==> src/rtl/packer_pkg.sv <==
// packer_pkg: shared constants, state encoding and header builder for sample_packer.
package packer_pkg;
  localparam logic [7:0] HDR_MAGIC = 8'hA5;
  localparam logic [15:0] PAD_CODE = 16'hFFFF;
  localparam int HDR_MAGIC_LSB = 24;
  localparam int HDR_CH_LSB = 20;
  localparam int HDR_SEQ_LSB = 0;
  typedef enum logic [2:0] {IDLE, HEADER, PACK, FLUSH, FLIP} pk_state_t;
  function automatic logic [31:0] make_header(input logic [3:0] ch, input logic [15:0] seq);
    logic [31:0] h;
    h = '0;
    h[HDR_MAGIC_LSB +: 8] = HDR_MAGIC;
    h[HDR_CH_LSB +: 4] = ch;
    h[HDR_SEQ_LSB +: 16] = seq;
    return h;
  endfunction
endpackage

==> src/rtl/sample_packer_idle_timer.sv <==
// idle_timer: down-counter that pulses expired after CYCLES consecutive run cycles without clear.
module idle_timer #(
  parameter int CYCLES = 1000000
) (
  input  logic wr_clk,
  input  logic rst,
  input  logic clear,
  input  logic run,
  output logic expired
);
  localparam int W = $clog2(CYCLES);
  localparam logic [W-1:0] LOAD = W'(CYCLES - 1);
  logic [W-1:0] cnt;
  always_ff @(posedge wr_clk or posedge rst)
    if (rst) cnt <= LOAD;
    else if (clear) cnt <= LOAD;
    else if (run && cnt != '0) cnt <= cnt - W'(1);
  assign expired = run && !clear && cnt == '0;
endmodule

==> src/rtl/sample_packer.sv <==
// sample_packer: packs 16-bit samples two per word into headed frames for the ping-pong FIFO.
module sample_packer
  import packer_pkg::*;
#(
  parameter int FRAME_WORDS = 1024,
  parameter int TIMEOUT_CYCLES = 1000000
) (
  input  logic        wr_clk,
  input  logic        rst,
  input  logic        enable,
  input  logic        sample_valid,
  input  logic [15:0] sample,
  input  logic [3:0]  channel,
  input  logic        fifo_full,
  output logic        fifo_wr_en,
  output logic [31:0] fifo_data,
  output logic        force_flip,
  output logic [15:0] overflow_cnt,
  output logic        busy
);
  pk_state_t state, nxt;
  logic half_v, resume, res_n, word_out, cap, pair_done, expired, hdr, pad, wr_req;
  logic [15:0] half, seq, seq_n, wcnt;
  logic [31:0] wr_word;
  assign cap = (state == HEADER || state == PACK) && enable && sample_valid;
  assign pair_done = cap && half_v;
  assign busy = state != IDLE;
  idle_timer #(.CYCLES(TIMEOUT_CYCLES)) u_timer (
    .wr_clk (wr_clk),
    .rst    (rst),
    .clear  (state != PACK || cap),
    .run    (state == PACK),
    .expired(expired)
  );
  // Every write is decided on the edge entering the cycle it appears in, so
  // a header is issued on entry to HEADER and a pad on entry to FLUSH.
  always_comb begin
    nxt = state;
    hdr = 1'b0;
    res_n = resume;
    case (state)
      IDLE: if (enable) begin
        nxt = HEADER;
        hdr = 1'b1;
      end
      HEADER: if (!enable) begin
        nxt = FLUSH;
        res_n = 1'b0;
      end else nxt = PACK;
      PACK: if (!enable || expired) begin
        nxt = FLUSH;
        res_n = enable;
      end else if (word_out && wcnt == 16'(FRAME_WORDS - 1)) begin
        nxt = HEADER;
        hdr = 1'b1;
      end
      FLUSH: nxt = FLIP;
      FLIP: if (resume && enable) begin
        nxt = HEADER;
        hdr = 1'b1;
      end else nxt = IDLE;
      default: nxt = IDLE;
    endcase
    pad = nxt == FLUSH && state != FLUSH && half_v;
    seq_n = state == IDLE ? '0 : seq + 16'(hdr);
    wr_req = pair_done || hdr || pad;
    wr_word = pair_done ? {half, sample} : hdr ? make_header(channel, seq_n) : {half, PAD_CODE};
  end
  always_ff @(posedge wr_clk or posedge rst)
    if (rst) begin
      state <= IDLE;
      half_v <= 1'b0;
      half <= '0;
      resume <= 1'b0;
      word_out <= 1'b0;
      seq <= '0;
      wcnt <= '0;
      fifo_wr_en <= 1'b0;
      fifo_data <= '0;
      force_flip <= 1'b0;
      overflow_cnt <= '0;
    end else begin
      state <= nxt;
      resume <= res_n;
      seq <= seq_n;
      word_out <= pair_done;
      force_flip <= state == FLUSH;
      fifo_wr_en <= wr_req && !fifo_full;
      if (wr_req) fifo_data <= wr_word;
      if (state == IDLE && enable) overflow_cnt <= {15'b0, fifo_full};
      else if (wr_req && fifo_full && overflow_cnt != 16'hFFFF) overflow_cnt <= overflow_cnt + 16'd1;
      if (state == FLUSH || pair_done) half_v <= 1'b0;
      else if (cap) begin
        half <= sample;
        half_v <= 1'b1;
      end
      if (hdr) wcnt <= '0;
      else if (word_out) wcnt <= wcnt + 16'd1;
    end
endmodule

==> config.mk <==
export PLATFORM = sky130hd
export DESIGN_NAME = sample_packer
export DESIGN_NICKNAME = d
export VERILOG_FILES = /design/src/rtl/packer_pkg.sv /design/src/rtl/sample_packer_idle_timer.sv /design/src/rtl/sample_packer.sv
export SDC_FILE = /design/constraint.sdc
export NUM_CORES = 1
export LEC_CHECK = 0
export BUFFER_PORTS_ARGS = -buffer_cell sky130_fd_sc_hd__buf_4
export CORE_MARGIN = 3
export CORE_UTILIZATION = 45
export DETAILED_ROUTE_END_ITERATION = 6
export PLACE_DENSITY = 0.76
export SETUP_SLACK_MARGIN = 0.15
export SKIP_LAST_GASP = 1
export SYNTH_ARGS = -nofsm -noshare
export SYNTH_HDL_FRONTEND = slang
export SYNTH_SLANG_ARGS = --single-unit
==> constraint.sdc <==
create_clock -name wr_clk -period 7.6 [get_ports wr_clk]
set_clock_uncertainty 0.1 [all_clocks]
set_input_delay 1.14 -clock wr_clk [delete_from_list [all_inputs] [get_ports wr_clk]]
set_output_delay 1.14 -clock wr_clk [all_outputs]
set_load 0.01 [all_outputs]
==> results of run 1 <==
-- state kept, by name (all words and copies together) (netlist names), 3 cells and up --
| signal | flops |
|---|---|
| seq | 16 |
| u_timer.cnt | 20 |
| overflow_cnt | 16 |
| fifo_data | 32 |
| wcnt | 16 |
| state | 3 |
| half | 16 |
-- layer usage --
layer / GRT usage / routed length, um / vias up
li1: - / - / 2293
met2: 0.3391 / 6938 / 130
met3: 0.06221 / 831 / 18
met1: 0.2719 / 6239 / 2390
met4: 0.06232 / 185 / 0
met5: 0 / 0 / -
-- cell type report --
cell class                 count  share of cell area
multi-input combinational    457              0.3732
timing repair buffer          79             0.08136
clock inverter                13             0.02283
inverter                      11            0.006008
tap                          172             0.02952
clock buffer                  19             0.05939
sequential                   124              0.4277
-- layout by cell type (no fill, tap or decap), types with 4 or more instances in the layout --
master,count
and4_1,6
clkbuf_16,17
ha_1,6
or3_1,7
inv_1,9
xnor2_1,15
nand2b_1,16
dfrtp_1,112
nor4_1,4
and2_1,6
a21oi_1,19
mux2i_1,16
nand3_1,32
o31ai_1,12
and3_1,12
xor2_1,27
buf_4,79
mux2_2,16
nand2_1,99
dfstp_2,12
nor2_1,67
nor3_1,20
o22ai_1,8
o21ai_0,21
nand4_1,15
-- path summary, 6_finish.rpt --
kind / start / to / slack [ns] / cells after the start
min: half[15] / fifo_data[31] / 0.36 / 2
max reg2reg: u_timer.cnt[0] / fifo_data[8] / 3.24 / 16
min reg2reg: half[15] / fifo_data[31] / 0.36 / 2
min in group asynchronous: rst / half[1] / 0.76 / 2
max: u_timer.cnt[0] / fifo_data[8] / 3.24 / 16
max in group asynchronous: rst / overflow_cnt[0] / 5.36 / 3
-- worst max-delay path: cells and delay by family, from the launching register on --
family                   cells  cell delay [ns]
AO/OA/AOI/OAI                2             0.71
XOR/XNOR                     1             0.15
flip-flops                   1             0.56
AND/OR/NAND/NOR              7             1.04
buffers and inverters        3             0.93
adder cells (fa/ha/maj)      3             0.73
-- where the power goes --
group | leakage (nW) | total (mW) | internal (mW) | switching (mW)
logic | 1.39 | 0.797 | 0.338 | 0.459
registers | 1.58 | 0.962 | 0.832 | 0.130
clock network | 0.284 | 0.814 | 0.518 | 0.297
-- through the flow --
step	utilization	area (sq um)	total power, mW	hold WS (ns)
after global routing	0.5661	7289	2.736	0.3896
after floorplan	-	6038	1.462	0.3348
final	0.5661	7289	2.572	0.3623
after CTS	0.5661	7289	2.601	0.3712
after global placement	0.5196	6690	1.742	0.3457
after detailed placement	0.5196	6690	1.771	0.3621
-- cell families (layout without fill, tap and decap cells) --
kind of cell    Yosys count  in the layout
fa+ha+maj                 6              6
compound gates           81             81
simple gates            296            296
xor+xnor                 42             42
buf+inv                  44            122
mux                      32             32
flops                   124            124
==> results.md, run 1 <==
* Startpoint Class: flop
* # hold bufs at CTS at 0
* Post-route ant nets at 0
* DR iter-0 viols at 433
* Minimum clock period at 4.360 ns
* CTS Sinks at 124
* Drt wl/cell at 16.22 um
* Final hold violations at 0
* Yosys top cell area share at 0.4642
* Initial antenna violation count at 0
* Rows at 41
* Vias in the first global route at 5023
* Clk root buf: clkbuf_16
* Pre-antenna DRT Iters at 5
* Mapped Cells at 625
* GR Overflow Total at 0
* Critical Path AT at 4.58 ns
* Die Width at 121.8 um
* Final net count at 721
* Clock Path Buffers at 2
* Detailed Route WL at 14.20 mm
* Area contributors post-synth: dfrtp_1, nand2_1, dfstp_2
* Vias at 4831
* # setup viols final at 0
* Period utilisation layout at 0.5736
* RSZ-0062 raised after global routing: false
* Largest family of logic cells by synthesized area: simple AND/OR/NAND/NOR gates
* Post-synth EDFFs at 0
* Adder-Cell Fraction of Synth Area at 0.01243
* Die area at 0.01484 sq mm
* H-tree lvl count at 4
* Starting Density at 0.4690
* LEAKAGE at 3.253 nW
* Placed insts at 843
* Syn nets at 656
* Final std cells w/o fill at 875
* Worst slew pin tran at 1.266 ns
* Core area at 0.01288 sq mm
* Crit. End Element: flop
* Setup TNS Final at 0 ns
* Pins Over Slew Limit at 0
* Share of cells above drive strength 1 at 0.2119
* Crit path cell chain: inv_1 > ha_1 > nor4b_1 > and3_1 > a2111oi_0 > nor2_2 > buf_4 > inv_2 > ha_1 > ha_1 > and3_1 > nand2_1 > xor2_1 > nor2_1 > nor2_1 > o31ai_1
* Cts bufs inserted at 17
* Synthesis Warnings at 0
* Io pins at 76
* Pwr dens at 352.9 mW/mm^2
* Syn-to-layout area delta at 20.72%
* Post_cts resized at 0
* Peak VDD IR at 0.2266 mV
* Largest net degree at the start of global routing at 65
* Setup Crit Path Kind: reg -> reg
* Mux cell area share after synthesis at 0.05636
* Number of distinct library cells after synthesis at 51
* Seq cells post-synth at 124
* Worst Path Max Fanout at 41
* Most common flop cell mapped by yosys: dfrtp_1
* Worst-path clk slew at 0.06 ns
* Async set-reset flop share out of synthesis at 1.000
* Critical Path Max Stage Delay at 0.58 ns
* CTS tree: built
* Area of the multi-input gates at 0.002720 sq mm
* Post-synthesis compound-gate area fraction at 0.08413
* Area leader, netlist: dfrtp_1
* Maximum clock frequency at 229.4 MHz
* DRC at 0
* Post-Syn Area at 0.006038 sq mm
* Slowest CP cell: inv_2
* Port Buffers at 75
* # Max-Cap Violations at 0
* Post-CTS Setup Inserts at 0
* Most numerous cell in the Yosys netlist: dfrtp_1
* Dpl hpwl at 9.679 mm
* Gr usage total at 0.2088
* Sequential cell area fraction in the yosys report at 0.5164
* Most common library cells after synthesis: dfrtp_1, nand2_1, nor2_1
* Worst skew pair latency at 0.42 ns
* Slew margin rel. at 0.1497
* Status: finished, final reports clean
* Fillers at 1101
* FF/Latch Area at 0.003118 sq mm
* Ant diodes at 0
* Pre-CTS setup slack at 3.132 ns
* Vias per cell at 5.521
* Avg Inst Size Synth at 9.661 sq um
* Synth Area in XOR/XNOR at 0.06092
* Post-Synth Simple-Gate Area at 0.2341
* PnR worst setup slack at 3.240 ns
* Worst path most repeated cell: ha_1
* Die Y at 121.8 um
* Hold Path Class: reg -> reg
* First-pass GRT wire length at 24.49 mm
* Critical Path RT at 7.82 ns
* Placer Congestion at 0.8518
Power figures use the tool's default switching activity.
==> run 2, diff against run 1 <==
==> constraint.sdc (replaced) <==
create_clock -name wr_clk -period 4.3 [get_ports wr_clk]
set_clock_uncertainty 0.1 [all_clocks]
set_input_delay 0.645 -clock wr_clk [delete_from_list [all_inputs] [get_ports wr_clk]]
set_output_delay 0.645 -clock wr_clk [all_outputs]
set_load 0.01 [all_outputs]
==> results.md, run 2 (synthesis gave the netlist of run 1 again) <==
* Die area at 0.01484 sq mm
* DR iter-0 viols at 355
* Pre-antenna DRT Iters at 5
* CTS Sinks at 124
* Ant diodes at 0
* Placer Congestion at 0.8193
* Clock Path Buffers at 2
* Worst hold slack at 0.3381 ns
* Part of the power in registers at 0.376
* Worst slew pin tran at 1.209 ns
* Minimum clock period at 3.461 ns
* Gr usage total at 0.2091
* First-pass GRT wire length at 24.52 mm
* LEAKAGE at 3.263 nW
* Peak VDD IR at 0.3939 mV
* Final std cells w/o fill at 877
* Vias at 4942
* Commonest cells after routing, fill and taps aside: dfrtp_1, nand2_1, buf_4
* Final hold violations at 0
* Worst Path Max Fanout at 6
* Pins Over Slew Limit at 0
* Final instance area at 0.007288 sq mm
* Maximum clock frequency at 288.9 MHz
* CTS tree: built
* Worst setup startpoint: u_timer.cnt[0]
* Share of cells above drive strength 1 at 0.2128
* Drt wl/cell at 16.51 um
* Syn-to-layout area delta at 20.70%
* Critical Path RT at 4.52 ns
* Crit. End Element: flop
* H-tree lvl count at 4
* Detailed Route WL at 14.48 mm
* Setup Crit Path Kind: reg -> reg
* Dpl hpwl at 9.768 mm
* Largest net degree at the start of global routing at 87
* Worst skew pair latency at 0.42 ns
* Max reg flops at 32
* Initial antenna violation count at 0
* Pwr dens at 616.4 mW/mm^2
* Combinational power share at 0.317
* Fillers at 1086
* Biggest register: fifo_data
* Period utilisation layout at 0.8049
* Critical Path AT at 3.68 ns
* Clk root buf: clkbuf_16
* Vias in the first global route at 5047
* Int Pwr at 2.967 mW
* Cts bufs inserted at 17
* Top flop regs: fifo_data (32), u_timer.cnt (20)
* Post_cts resized at 0
* Io pins at 76
* Setup TNS Final at 0 ns
* GR Overflow Total at 0
* # hold bufs at CTS at 0
* Rows at 41
* Final net count at 725
* Slew margin rel. at 0.1939
* Total net switching power at 1.526 mW
* RSZ-0062 raised after global routing: false
* Die Width at 121.8 um
* Clock network fraction of total power at 0.307
* Min-delay src: sample[9]
* Total power draw at 4.493 mW
* Port Buffers at 75
* FF/Latch Area at 0.003118 sq mm
* # setup viols final at 0
* Starting Density at 0.4690
* DRC at 0
* RR Startpoint: u_timer.cnt[0]
* # Max-Cap Violations at 0
* Post-CTS Setup Inserts at 0
* Worst-path clk slew at 0.06 ns
* Placed insts at 847
* Die Y at 121.8 um
* Area of the multi-input gates at 0.002720 sq mm
* Post-route ant nets at 0
* Most common cell after layout, fill and taps aside: dfrtp_1
* Switching Share at 0.3397
* Vias per cell at 5.635
* Core area at 0.01288 sq mm
* Hold Path Class: in -> reg
* Post-Place Cell Area at 0.006720 sq mm
* Status: finished, final reports clean
* Startpoint Class: flop
-- run 2: cell types whose count changed in the layout (fill, tap and decap cells not counted) --
cell	change
buf_4	+4
clkbuf_8	+3
inv_6	-3
clkinv_4	-2
bufinv_16	-1
clkbuf_1	+1
clkinv_2	+1
clkinvlp_4	-1
-- run 2: metal layers --
| layer | vias up | global-route usage | wire [um] |
|---|---|---|---|
| li1 | 2294 | - | - |
| met1 | 2440 | 0.2668 | 6123 |
| met2 | 177 | 0.3325 | 7182 |
| met3 | 31 | 0.05989 | 889 |
| met4 | 0 | 0.09314 | 287 |
| met5 | - | 0 | 0 |
-- run 2: per-stage QoR --
stage,setup slack (ns),utilization
5_1_grt,0.5121,0.5660
4_1_cts,0.8980,0.5660
2_1_floorplan,0.2756,-
6_report,0.8390,0.5660
3_5_place_dp,0.9288,0.5219
3_3_place_gp,1.049,0.5219
-- run 2: cell type report --
type | count | area share
flip-flops and latches | 124 | 0.4278
multi-input cells | 457 | 0.3732
repair buffers | 83 | 0.08549
clock buffers | 23 | 0.06558
well taps | 172 | 0.02953
clock inverters | 7 | 0.01236
inverters | 11 | 0.006009
-- run 2: final timing paths --
check	end	slack, ns	depth (start not counted)
max	fifo_data[6]	0.84	15
min	fifo_data[9]	0.34	3
max reg2reg	fifo_data[6]	0.84	15
min reg2reg	fifo_data[26]	0.37	2
max in group asynchronous	u_timer.cnt[19]	2.73	3
min in group asynchronous	wcnt[13]	0.38	2
-- run 2: power by group through the flow --
stage               Combinational (mW)  Sequential, mW  Clock (mW)
floorplan                        0.880            1.70           0
global placement                  1.39            1.69           0
detailed placement                1.43            1.70           0
CTS                               1.44            1.69        1.40
global route                      1.58            1.73        1.46
finish                            1.42            1.69        1.38
-- run 2: critical path: stages (launching register included) --
cell       delay (ns)
dfstp_2          0.54
inv_1            0.06
ha_1             0.18
nor4b_1          0.15
and3_1           0.21
a2111oi_0        0.52
nor2_2           0.09
inv_2            0.08
ha_1             0.20
ha_1             0.20
and3_1           0.31
nand3_1          0.13
xor2_1           0.15
nor2_1           0.13
nor2_1           0.06
o31ai_1          0.23
==> run 3, diff against run 2 <==
--- a/config.mk
+++ b/config.mk
@@ -9,7 +9,7 @@
 export CORE_MARGIN = 3
 export CORE_UTILIZATION = 45
 export DETAILED_ROUTE_END_ITERATION = 6
-export PLACE_DENSITY = 0.76
+export PLACE_DENSITY = 0.79
 export SETUP_SLACK_MARGIN = 0.15
 export SKIP_LAST_GASP = 1
 export SYNTH_ARGS = -nofsm -noshare
==> constraint.sdc (replaced) <==
create_clock -name wr_clk -period 2.75 [get_ports wr_clk]
set_clock_uncertainty 0.1 [all_clocks]
set_input_delay 0.4125 -clock wr_clk [delete_from_list [all_inputs] [get_ports wr_clk]]
set_output_delay 0.4125 -clock wr_clk [all_outputs]
set_load 0.01 [all_outputs]
==> results.md, run 3 (synthesis gave the netlist of run 1 again) <==
* Hold Path Class: in -> reg
* Critical Path RT at 2.98 ns
* Minimum clock period at 2.996 ns
* Cts bufs inserted at 17
* DR iter-0 viols at 353
* Most common cell after layout, fill and taps aside: buf_4
* Period utilisation layout at 1.089
* Die Y at 121.8 um
* Initial antenna violation count at 0
* Share of cells above drive strength 1 at 0.3234
* Clk root buf: clkbuf_16
* LEAKAGE at 3.645 nW
* Post-route ant nets at 0
* Maximum clock frequency at 333.8 MHz
* Ant diodes at 0
* PnR worst setup slack at -0.2457 ns
* # Max-Cap Violations at 0
* Syn-to-layout area delta at 34.46%
* Gr usage total at 0.2204
* Slew margin rel. at 0.6996
* Die area at 0.01484 sq mm
* Worst Path Max Fanout at 5
* Detailed Route WL at 16.17 mm
* Vias at 5246
* Worst skew pair latency at 0.42 ns
* GR Overflow Total at 0
* Placer Congestion at 0.8804
* Largest net degree at the start of global routing at 68
* Pwr dens at 919.6 mW/mm^2
* CTS tree: built
* Worst hold slack at 0.1042 ns
* Final instance area at 0.008119 sq mm
* Starting Density at 0.4690
* Status: finished, violations left
* Clock Path Buffers at 2
* Pre-antenna DRT Iters at 5
* Port Buffers at 75
* Dpl hpwl at 10.25 mm
* Commonest cells after routing, fill and taps aside: buf_4, dfrtp_1, nand2_1
* H-tree lvl count at 4
* Pins Over Slew Limit at 0
* Startpoint Class: flop
* Post-Place Cell Area at 0.007212 sq mm
* Final hold violations at 0
* Failing checks: setup timing
* Worst-path clk slew at 0.06 ns
* Die Width at 121.8 um
* Peak VDD IR at 0.5571 mV
* Worst hold path depth at 3
* Drt wl/cell at 17.16 um
* Biggest register: fifo_data
* Core area at 0.01288 sq mm
* Rows at 41
* RSZ-0062 raised after global routing: true
* Setup Crit Path Kind: reg -> reg
* Crit. End Element: flop
* Worst slew pin tran at 0.4489 ns
* Final net count at 791
* Vias in the first global route at 5260
* Critical Path AT at 3.22 ns
* DRC at 0
* Worst Reg2Reg Path Length in Cells at 16
* Top flop regs: fifo_data (32), u_timer.cnt (20)
* Io pins at 76
* Vias per cell at 5.569
* # setup viols final at 10
* Max reg flops at 32
* First-pass GRT wire length at 25.87 mm
* CTS Sinks at 124
## run 3: cell types whose count changed in the layout (fill, tap and decap cells not counted), moves of 3 or more
cell and delta:
o21ai_1 +4, o21ai_0 -6, ha_4 +3, nand3_1 -5
and3_4 +3, buf_12 +3, and3_1 -3, buf_6 +9
nand3_2 +5, buf_4 +50, ha_1 -3
## run 3: layout make-up
class	instances	area (sq um)
Fill cell	989	4757
Clock buffer	23	498.0
Timing Repair Buffer	149	1215
Sequential cell	124	3119
Tap cell	172	215.2
Inverter	11	45.04
Multi-Input combinational cell	457	2964
Clock inverter	6	62.56
## run 3: final timing paths
kind	startpoint	end	slack (ns)
worst max-delay path	u_timer.cnt[1]	fifo_data[11]	-0.25
worst min-delay path	sample[1]	fifo_data[1]	0.10
worst max register to register	u_timer.cnt[1]	fifo_data[11]	-0.25
worst min register to register	half[8]	fifo_data[24]	0.37
max in group asynchronous	rst	wcnt[11]	1.41
min in group asynchronous	rst	fifo_data[3]	0.47
## run 3: where the power goes
part / total (mW) / leakage, nW / internal (mW) / switching (mW)
clock network: 2.12 / 0.269 / 1.34 / 0.776
logic: 2.73 / 1.79 / 1.23 / 1.51
registers: 2.62 / 1.58 / 2.30 / 0.315
total: 7.47 / 3.65 / 4.87 / 2.60
## run 3: critical path: stages, from the launching register on
cell and delay [ns]:
dfstp_2 0.55, inv_2 0.05, ha_4 0.14, nor4b_4 0.12, and3_4 0.16, a2111oi_4 0.30, nor2_2 0.07, inv_2 0.08
ha_4 0.15, and4_1 0.19, buf_6 0.13, buf_4 0.11, nand3_2 0.08, xor2_2 0.16, o21ai_1 0.18, o31ai_1 0.13
o21ai_0 0.18
## run 3: metrics by stage
step / TNS [ns] / cells / utilization / total power [mW] / worst slack, ns
floorplan: -4.801 / 625 / - / 4.101 / -0.3640
global placement: -0.6323 / 892 / 0.5601 / 5.018 / -0.1063
detailed placement: -1.496 / 892 / 0.5601 / 5.131 / -0.1506
CTS: -0.6571 / 932 / 0.6150 / 7.320 / -0.1431
global route: -3.361 / 942 / 0.6306 / 7.876 / -0.3872
finish: -0.7936 / 942 / 0.6306 / 7.466 / -0.2457
## run 3: metal layers
layer | vias to the layer above | GRT usage | wire length, um
met3 | 32 | 0.05200 | 870
met1 | 2612 | 0.2748 | 6693
met2 | 173 | 0.3791 | 8250
met5 | - | 0 | 0
met4 | 0 | 0.07143 | 350
li1 | 2429 | - | -
## run 3: timing repair
action,CTS,global route
endpoints found under the hold margin,15,0
buffers inserted,10,8
pin swaps,24,21
setup endpoints to repair,38,51
cloned,0,2
hold buffers,1,0
resized for setup,14,24
